[src/rtl/cpu_dma_bus_arbiter_pkg.sv]
`default_nettype none
// ============================================================================
// Module  : cpu_dma_bus_arbiter_pkg
// Brief   : State encodings and helpers shared by the CPU/DMA bus arbiter.
// Revision: 1.0
// ============================================================================
package cpu_dma_bus_arbiter_pkg;

  localparam logic [1:0] kARB_ST_CPU   = 2'd0;
  localparam logic [1:0] kARB_ST_DMA   = 2'd1;
  localparam logic [1:0] kARB_ST_YIELD = 2'd2;

  localparam int unsigned BURST_CNT_W = 8;

  typedef enum logic [1:0] {
    ST_CPU   = kARB_ST_CPU,
    ST_DMA   = kARB_ST_DMA,
    ST_YIELD = kARB_ST_YIELD
  } arb_state_e;

  // Burst counter sticks at all-ones rather than wrapping back to zero.
  function automatic logic [BURST_CNT_W-1:0] sat_inc(input logic [BURST_CNT_W-1:0] v);
    return (v == {BURST_CNT_W{1'b1}}) ? v : v + {{(BURST_CNT_W-1){1'b0}}, 1'b1};
  endfunction

endpackage
`default_nettype wire

[src/rtl/cpu_dma_bus_arbiter_if.sv]
`default_nettype none
// ============================================================================
// Module  : cpu_dma_bus_arbiter_if
// Brief   : CPU, DMA and memory bus signals around the bus arbiter.
// Revision: 1.0
// ============================================================================
interface cpu_dma_bus_arbiter_if;

  logic        cpu_sync;
  logic        cpu_hyper;
  logic [15:0] cpu_address;
  logic        cpu_write;
  logic [7:0]  cpu_wdata;
  logic        cpu_ready;

  logic        dma_req;
  logic [15:0] dma_address;
  logic        dma_write;
  logic [7:0]  dma_wdata;
  logic        dma_gnt;
  logic        dma_ack;

  logic        mem_wait;
  logic [15:0] mem_address;
  logic        mem_write;
  logic [7:0]  mem_wdata;

  logic [1:0]  arb_state;

  modport slave (
    input  cpu_sync, cpu_hyper, cpu_address, cpu_write, cpu_wdata,
    input  dma_req, dma_address, dma_write, dma_wdata,
    input  mem_wait,
    output cpu_ready, dma_gnt, dma_ack,
    output mem_address, mem_write, mem_wdata,
    output arb_state
  );

  modport master (
    output cpu_sync, cpu_hyper, cpu_address, cpu_write, cpu_wdata,
    output dma_req, dma_address, dma_write, dma_wdata,
    output mem_wait,
    input  cpu_ready, dma_gnt, dma_ack,
    input  mem_address, mem_write, mem_wdata,
    input  arb_state
  );

endinterface
`default_nettype wire

[src/rtl/cpu_dma_bus_arbiter_bus_mux.sv]
`default_nettype none
// ============================================================================
// Module  : arb_bus_mux
// Brief   : Combinational bus owner mux and handshake outputs.
// Revision: 1.0
// ============================================================================
module arb_bus_mux (
  input  wire logic        is_dma_i,
  input  wire logic [15:0] cpu_address_i,
  input  wire logic        cpu_write_i,
  input  wire logic [7:0]  cpu_wdata_i,
  input  wire logic        dma_req_i,
  input  wire logic [15:0] dma_address_i,
  input  wire logic        dma_write_i,
  input  wire logic [7:0]  dma_wdata_i,
  input  wire logic        mem_wait_i,
  output logic             cpu_ready_o,
  output logic             dma_gnt_o,
  output logic             dma_ack_o,
  output logic [15:0]      mem_address_o,
  output logic             mem_write_o,
  output logic [7:0]       mem_wdata_o
);

  always_comb begin
    if (is_dma_i) begin
      mem_address_o = dma_address_i;
      // An idle DMA-owned cycle must never strobe a write onto the bus.
      mem_write_o   = dma_write_i & dma_req_i;
      mem_wdata_o   = dma_wdata_i;
      cpu_ready_o   = 1'b0;
      dma_gnt_o     = 1'b1;
      dma_ack_o     = dma_req_i & ~mem_wait_i;
    end else begin
      mem_address_o = cpu_address_i;
      mem_write_o   = cpu_write_i;
      mem_wdata_o   = cpu_wdata_i;
      cpu_ready_o   = ~mem_wait_i;
      dma_gnt_o     = 1'b0;
      dma_ack_o     = 1'b0;
    end
  end

endmodule
`default_nettype wire

[src/rtl/cpu_dma_bus_arbiter.sv]
`default_nettype none
// ============================================================================
// Module  : cpu_dma_bus_arbiter
// Brief   : Grants the memory bus to DMA at instruction boundaries with
//           capped bursts and a guaranteed CPU instruction between bursts.
// Revision: 1.0
// ============================================================================
module cpu_dma_bus_arbiter
  import cpu_dma_bus_arbiter_pkg::*;
#(
  parameter int unsigned MAX_BURST = 16
) (
  input  wire logic             clk,
  input  wire logic             reset,
  cpu_dma_bus_arbiter_if.slave  bus
);

  localparam logic [BURST_CNT_W-1:0] c_BURST_LAST = BURST_CNT_W'(MAX_BURST - 1);

  arb_state_e               state_q, state_d;
  logic [BURST_CNT_W-1:0]   burst_cnt_q, burst_cnt_d;
  logic                     w_is_dma;
  logic                     w_grant;

  assign w_is_dma = (state_q == ST_DMA);
  assign w_grant  = bus.dma_req & bus.cpu_sync & ~bus.mem_wait & ~bus.cpu_hyper;

  always_ff @(posedge clk) begin
    if (reset) begin
      state_q     <= ST_CPU;
      burst_cnt_q <= '0;
    end else begin
      state_q     <= state_d;
      burst_cnt_q <= burst_cnt_d;
    end
  end

  always_comb begin
    state_d     = state_q;
    burst_cnt_d = burst_cnt_q;
    case (state_q)
      ST_CPU: begin
        if (w_grant) begin
          state_d     = ST_DMA;
          burst_cnt_d = '0;
        end
      end
      ST_DMA: begin
        if (!bus.mem_wait) begin
          if (bus.dma_req) begin
            burst_cnt_d = sat_inc(burst_cnt_q);
            if (burst_cnt_q == c_BURST_LAST) begin
              state_d = ST_YIELD;
            end
          end else begin
            state_d = ST_CPU;
          end
        end
      end
      // The sync that leaves this state only returns ownership; it never grants.
      ST_YIELD: begin
        if (bus.cpu_sync && !bus.mem_wait) begin
          state_d = ST_CPU;
        end
      end
      default: state_d = ST_CPU;
    endcase
  end

  assign bus.arb_state = state_q;

  arb_bus_mux u_bus_mux (
    .is_dma_i      (w_is_dma),
    .cpu_address_i (bus.cpu_address),
    .cpu_write_i   (bus.cpu_write),
    .cpu_wdata_i   (bus.cpu_wdata),
    .dma_req_i     (bus.dma_req),
    .dma_address_i (bus.dma_address),
    .dma_write_i   (bus.dma_write),
    .dma_wdata_i   (bus.dma_wdata),
    .mem_wait_i    (bus.mem_wait),
    .cpu_ready_o   (bus.cpu_ready),
    .dma_gnt_o     (bus.dma_gnt),
    .dma_ack_o     (bus.dma_ack),
    .mem_address_o (bus.mem_address),
    .mem_write_o   (bus.mem_write),
    .mem_wdata_o   (bus.mem_wdata)
  );

endmodule
`default_nettype wire

[src/flat_wrapper.sv]
// flat-port wrapper written by rule: the top's interface ports become plain ports
module cpu_dma_bus_arbiter_flat import cpu_dma_bus_arbiter_pkg::*;
#(
  parameter int unsigned MAX_BURST = 16
)
  (clk, reset, bus_cpu_sync, bus_cpu_hyper, bus_cpu_address, bus_cpu_write, bus_cpu_wdata, bus_dma_req, bus_dma_address, bus_dma_write, bus_dma_wdata, bus_mem_wait, bus_cpu_ready, bus_dma_gnt, bus_dma_ack, bus_mem_address, bus_mem_write, bus_mem_wdata, bus_arb_state);
  cpu_dma_bus_arbiter_if bus_i ();
  input  wire logic clk;
  input  wire logic reset;
  input wire logic [$bits(bus_i.cpu_sync)-1:0] bus_cpu_sync;
  input wire logic [$bits(bus_i.cpu_hyper)-1:0] bus_cpu_hyper;
  input wire logic [$bits(bus_i.cpu_address)-1:0] bus_cpu_address;
  input wire logic [$bits(bus_i.cpu_write)-1:0] bus_cpu_write;
  input wire logic [$bits(bus_i.cpu_wdata)-1:0] bus_cpu_wdata;
  input wire logic [$bits(bus_i.dma_req)-1:0] bus_dma_req;
  input wire logic [$bits(bus_i.dma_address)-1:0] bus_dma_address;
  input wire logic [$bits(bus_i.dma_write)-1:0] bus_dma_write;
  input wire logic [$bits(bus_i.dma_wdata)-1:0] bus_dma_wdata;
  input wire logic [$bits(bus_i.mem_wait)-1:0] bus_mem_wait;
  output wire logic [$bits(bus_i.cpu_ready)-1:0] bus_cpu_ready;
  output wire logic [$bits(bus_i.dma_gnt)-1:0] bus_dma_gnt;
  output wire logic [$bits(bus_i.dma_ack)-1:0] bus_dma_ack;
  output wire logic [$bits(bus_i.mem_address)-1:0] bus_mem_address;
  output wire logic [$bits(bus_i.mem_write)-1:0] bus_mem_write;
  output wire logic [$bits(bus_i.mem_wdata)-1:0] bus_mem_wdata;
  output wire logic [$bits(bus_i.arb_state)-1:0] bus_arb_state;
  assign bus_i.cpu_sync = bus_cpu_sync;
  assign bus_i.cpu_hyper = bus_cpu_hyper;
  assign bus_i.cpu_address = bus_cpu_address;
  assign bus_i.cpu_write = bus_cpu_write;
  assign bus_i.cpu_wdata = bus_cpu_wdata;
  assign bus_i.dma_req = bus_dma_req;
  assign bus_i.dma_address = bus_dma_address;
  assign bus_i.dma_write = bus_dma_write;
  assign bus_i.dma_wdata = bus_dma_wdata;
  assign bus_i.mem_wait = bus_mem_wait;
  assign bus_cpu_ready = bus_i.cpu_ready;
  assign bus_dma_gnt = bus_i.dma_gnt;
  assign bus_dma_ack = bus_i.dma_ack;
  assign bus_mem_address = bus_i.mem_address;
  assign bus_mem_write = bus_i.mem_write;
  assign bus_mem_wdata = bus_i.mem_wdata;
  assign bus_arb_state = bus_i.arb_state;
  cpu_dma_bus_arbiter #(.MAX_BURST(MAX_BURST)) u_core (.clk(clk), .reset(reset), .bus(bus_i));
endmodule
[config.mk]
export PLATFORM = sky130hd
export DESIGN_NAME = cpu_dma_bus_arbiter_flat
export DESIGN_NICKNAME = d
export VERILOG_FILES = /design/src/rtl/cpu_dma_bus_arbiter_pkg.sv /design/src/rtl/cpu_dma_bus_arbiter_if.sv /design/src/rtl/cpu_dma_bus_arbiter_bus_mux.sv /design/src/rtl/cpu_dma_bus_arbiter.sv /design/src/flat_wrapper.sv
export SDC_FILE = /design/constraint.sdc
export NUM_CORES = 1
export LEC_CHECK = 0
export ABC_CLOCK_PERIOD_IN_PS = 1810
export BUFFER_PORTS_ARGS = -buffer_cell sky130_fd_sc_hd__buf_2
export CAP_MARGIN = 20
export CORE_MARGIN = 1.5
export CORE_UTILIZATION = 35
export DETAILED_ROUTE_END_ITERATION = 16
export PLACE_DENSITY = 0.79
export RECOVER_POWER = 50
export SLEW_MARGIN = 20
export SYNTH_ARGS = -nofsm -noshare
export SYNTH_HDL_FRONTEND = slang
export SYNTH_SLANG_ARGS = --single-unit
[constraint.sdc]
create_clock -name clk -period 1.81 [get_ports clk]
set_input_delay 0.362 -clock clk [delete_from_list [all_inputs] [get_ports clk]]
set_output_delay 0.362 -clock clk [all_outputs]
set_load 0.05 [all_outputs]
======== Word level (Yosys, flattened, before mapping) ========
Index checks and enable logic that the tools add are counted.
W data, S select, Z words.
storage, ports and cells
  bits of input ports ..................... 56
  register bits after elaboration ......... 10
  word-level logic and storage cells ...... 43
  output and inout bits ................... 30
operators by class
  equal/unequal tests ..................... 10
  add/sub/neg operators ................... 1
  reduce and logical (&&, ||, !) cells .... 6
  multiplexer cells ....................... 17
  bitwise operators ....................... 7
operator list
  operator               number
  $mux W8                5
  $mux W16               1
  $pmux W8 S2            1
  $mux W2                5
  $add A8 B1 Y8 const B  1
  $eq A8 B4 Y1 const B   1
  $eq A8 B8 Y1 const B   1
  $ne A2 B2 Y1 const B   3
  $pmux W2 S3            1
  $and A1 B1 Y1          5
  $reduce_and A5 Y1      1
  $mux W1                4
  $ne A2 B1 Y1 const B   2
  $reduce_and A4 Y1      1
  $ne A3 B2 Y1 const B   1
  $eq A2 B1 Y1 const B   1
  $eq A2 B2 Y1 const B   1
  $logic_not A2 Y1       1
  $not A1 Y1             2
  $reduce_bool A2 Y1     1
  $logic_and A1 B1 Y1    1
  $logic_not A1 Y1       1

======== Logic depth before layout (Yosys ltp) ========
  word-level depth ........................ 5
  mapped depth ............................ 6

======== Modules after synthesis ========
Synthesis repeated with hierarchy kept, for this count alone.
unflattened totals
  cell total of the unflattened synthesis .. 111
  area total of the unflattened synthesis .. 1037.2 sq um
by module, submodules not included
  module               cells an instance  times used  area each (sq um)
  cpu_dma_bus_arbiter  77                 1           631.9
  arb_bus_mux          34                 1           405.4

======== Worst setup path before layout ========
No wires, ideal clock.
  path type ............................... register -> output
  start point ............................. register u_core.state_q[0], in the netlist u_core.bus.arb_state[0]
  end point ............................... output port bus_mem_address[10]
  stages on the path, launching flop included .. 7
  data required time ...................... 1.448 ns
  arrival ................................. 2.274 ns
  setup slack ............................. -0.826 ns
  buffers on the path ..................... 2
  path through ............................ dfxtp_1 nand2b_1 inv_1 buf_2 buf_1 nand2_1 nand2_1
between the ends
  word-level cells in the longest chain between the ends .. 2
ends and longest elaborated chain
  item                    RTL line                           text
  start, declared         cpu_dma_bus_arbiter.sv:20          arb_state_e state_q, state_d;
  start signal, assigned  cpu_dma_bus_arbiter.sv:33          state_q <= state_d;
  $eq A2 B1 Y1            cpu_dma_bus_arbiter.sv:25          assign w_is_dma = (state_q == ST_DMA);
  $mux W16                cpu_dma_bus_arbiter_bus_mux.sv:26  if (is_dma_i) begin
  end, declared           flat_wrapper.sv:23                 output wire logic [$bits(bus_i.mem_address)-1:0] bus_mem_address;
No other way between the ends.

======== Worst setup path in the final report ========
  start point ............................. register u_core.state_q[1], in the netlist u_core.bus.arb_state[1]
  end point ............................... output port bus_mem_wdata[3]
between the ends
  word-level cells in the longest chain between the ends .. 2
ends and longest elaborated chain
  item           RTL line                           text
  $eq A2 B1 Y1   cpu_dma_bus_arbiter.sv:25
  $mux W8        cpu_dma_bus_arbiter_bus_mux.sv:26
  end, declared  flat_wrapper.sv:25                 output wire logic [$bits(bus_i.mem_wdata)-1:0] bus_mem_wdata;
No other way between the ends.

==> results.py <==
metrics = {
    "timing": {
        "fin_skew_ps": 1.273,
        "rsz0062_at_grt": "false",
        "drv_slew": 0,
        "fmax_mhz": 583.3,
        "hold_violations": 0,
        "setup_tns_ps": 0,
        "worstMarginPinSlew_ps": 613.8,
        "setup_viol": 0,
        "worst_slack_ps": 95.70,
        "period_share_pct": 94.71,
        "period_needed_ps": 1714,
        "relSlewSlack_pct": 59.26,
    },
    "route": {
        "drtAntennaViolNets": 0,
        "first_pass_iters": 4,
        "wl_per_cell_um": 11.75,
        "drc": 0,
        "vias": 1299,
        "vias_per_cell": 4.902,
        "drt_wl_total_um": 3115,
        "drtIter0Drc": 24,
    },
    "floorplan": {
        "fp.dieH_um": 52.34,
        "initial_core_util_pct": 37.79,
        "die_area_sq_um": 2739,
        "row_count": 17,
        "coreArea_sq_um": 2255,
        "io_pins": 86,
        "die_w_um": 52.34,
    },
    "global_route": {
        "met2_usage_pct": 37.29,
        "top_usage_layer": "met2",
        "grt-ovfl-total": 0,
        "use_met1_pct": 27.08,
        "grt_max_degree": 30,
        "grt_pass1_wl_um": 4519,
        "groute.usage.overall_pct": 21.52,
        "antenna_found_initial": 0,
        "grt_pass1_vias": 1029,
        "met3_usage_pct": 5.143,
    },
    "hold_path": {
        "hp-class": "input port to flop",
        "hp-start": "reset",
        "min_to": "u_core.bus.arb_state[1]",
        "hold_depth": 2,
    },
    "yosys": {
        "ys_types": 30,
        "synth_seq_cells": 10,
        "syn_inst": 150,
        "seq_area_frac_synth_pct": 23.49,
        "synthesis.nets": 207,
        "syn_area_per_cell_sq_um": 5.680,
        "synth_warnings": 0,
        "synth_area_sq_um": 852.1,
    },
    "critical_path": {
        "path_max_fanout": 18,
        "cp_slowest_cell": "dfxtp_4",
        "r2r-end": "u_core.burst_cnt_q[5]",
        "critPathLaunchType": "flop",
        "worst_r2r_path_depth": 6,
        "worstPathRequired_ps": 1450,
        "crit_chain": "nand2b_4, inv_2, buf_8, nand2_1, nand2_2, clkbuf_4",
        "crit_type": "flop to output pin",
        "end_kind": "output pin",
        "r2r-start": "u_core.burst_cnt_q[0]",
        "slowest_delay_ps": 350,
        "worstPathArrival_ps": 1350,
        "rrSetupSlack_ps": 220,
    },
    "placed_design": {
        "port_buffers": 85,
        "place_congestion": 0.8900,
        "post-place-ws_ps": 211.4,
        "place_inst": 261,
        "dpl.hpwl_um": 2497,
    },
    "clock_network": {
        "clock-sinks": 10,
        "path_clk_slew_ps": 60,
        "hold_buffers": 0,
        "clk_latency_ps": 260,
        "numCtsBuffers": 3,
        "clockBufferDepth": 2,
        "cts_tree": "yes",
        "htree_num_levels": 1,
        "root_buffer": "clkbuf_4",
    },
    "flow_run": {
        "max_cap_violations": 0,
    },
    "pwr": {
        "total_power_mw": 0.7688,
        "leakagePower_nw": 0.7974,
        "p_per_area_nw_per_um2": 509.9,
        "peakVddDrop_mv": 0.4029,
    },
    "final_layout": {
        "drive_above_1_share_pct": 50.63,
        "syn2layout_area_growth_pct": 76.95,
        "final_util_pct": 66.87,
        "diodes": 0,
        "num-fill-cells": 218,
        "final_cell_count_no_fill": 265,
        "final_nets": 296,
    },
    "status": {
        "status": "completed",
    },
}
==> critical path, delay by kind of cell (launching register included) <==
kind / cells / cell delay (ps)
buf+inv: 3 / 460
flops: 1 / 350
simple gates: 3 / 270
==> worst max-delay path by stage <==
stage | start | to | slack [ps] | cells after the start
3_5_place_dp | bus_mem_wait | u_core.burst_cnt_q[5] | 210 | 5
6_report | u_core.bus.arb_state[1] | bus_mem_wdata[3] | 100 | 6
4_1_cts | u_core.bus.arb_state[1] | bus_mem_address[13] | -30 | 5
2_1_floorplan | u_core.bus.arb_state[1] | bus_mem_address[0] | 30 | 6
5_1_grt | u_core.burst_cnt_q[0] | u_core.burst_cnt_q[5] | 20 | 6
3_3_place_gp | bus_mem_wait | u_core.burst_cnt_q[5] | 230 | 5
==> placed cells by master (no fill, tap or decap), types with 2 or more instances in the layout <==
cell	netlist	layout
inv_2	0	2
clkbuf_2	0	2
nand2_1	79	59
nor3_1	4	4
nand3_1	3	3
dfxtp_1	10	8
nand2_2	0	20
buf_4	0	16
o21ai_0	7	7
nand4_1	2	2
or3_1	2	2
clkbuf_4	0	15
dfxtp_4	0	2
and3_1	2	2
nor2_1	6	5
a21oi_1	6	6
nor2b_1	3	3
buf_8	0	3
clkbuf_1	4	2
buf_2	1	55
==> power by group <==
group	internal [mW]	switching, mW
clock network	0.0767	0.0727
logic	0.138	0.260
registers	0.219	0.00266
total	0.433	0.336
==> stage by stage <==
| step | hold WS [ps] | cell area (sq um) |
|---|---|---|
| after global routing | 407.8 | 1508 |
| after global placement | 433.1 | 1388 |
| after CTS | 389.8 | 1450 |
| after detailed placement | 444.1 | 1388 |
| after floorplan | 444.0 | 923.4 |
| final | 392.0 | 1508 |
==> synthesized netlist by cell type <==
library cell	n	area (sq um)
a21oi_1	6	30.03
a221oi_1	1	8.760
a22o_1	1	8.760
a31oi_1	1	6.260
and3_1	2	12.51
and4_1	1	8.760
buf_1	2	7.510
buf_2	1	5.000
clkbuf_1	4	15.01
dfxtp_1	10	200.2
ha_1	1	12.51
inv_1	3	11.26
nand2_1	79	296.5
nand2b_1	2	12.51
nand3_1	3	15.01
nand3b_1	1	7.510
nand4_1	2	12.51
nor2_1	6	22.52
nor2b_1	3	18.77
nor3_1	4	20.02
nor3b_1	1	7.510
nor3b_2	1	12.51
nor4_1	1	6.260
o21ai_0	7	35.03
o221ai_2	1	15.01
o22a_1	1	8.760
o31ai_1	1	7.510
o32ai_1	1	8.760
or2_2	1	6.260
or3_1	2	12.51
==> sequential cells by signal, indices dropped and copies added, names as in the netlist <==
name,cells
u_core.burst_cnt_q,8
u_core.bus.arb_state,2
==> logic make-up after synthesis <==
family                   Yosys count  synth area share [%]
flip-flops                        10                 23.49
adder cells (fa/ha/maj)            1                 1.468
AND/OR/NAND/NOR                  109                 55.36
buffers and inverters             10                 4.551
AO/OA/AOI/OAI                     20                 15.13
==> area by class of cell <==
class | instances | area [sq um] | share of cell area, %
multi-input combinational | 130 | 671.9 | 44.56
timing repair buffer | 91 | 559.3 | 37.10
sequential | 10 | 207.7 | 13.78
tap | 28 | 35.03 | 2.324
clock buffer | 3 | 22.52 | 1.494
inverter | 3 | 11.26 | 0.7469
==> layer usage <==
| layer | vias up | wire (um) |
|---|---|---|
| li1 | 673 | - |
| met1 | 570 | 1293 |
| met2 | 53 | 1513 |
| met3 | 3 | 290 |
| met4 | 0 | 18 |
| met5 | - | 0 |
==> what timing repair did <==
action | CTS | global route
buffers inserted | 0 | 1
setup endpoints to repair | 26 | 26
gates resized for setup | 16 | 23
(Power assumes the default switching activity.)
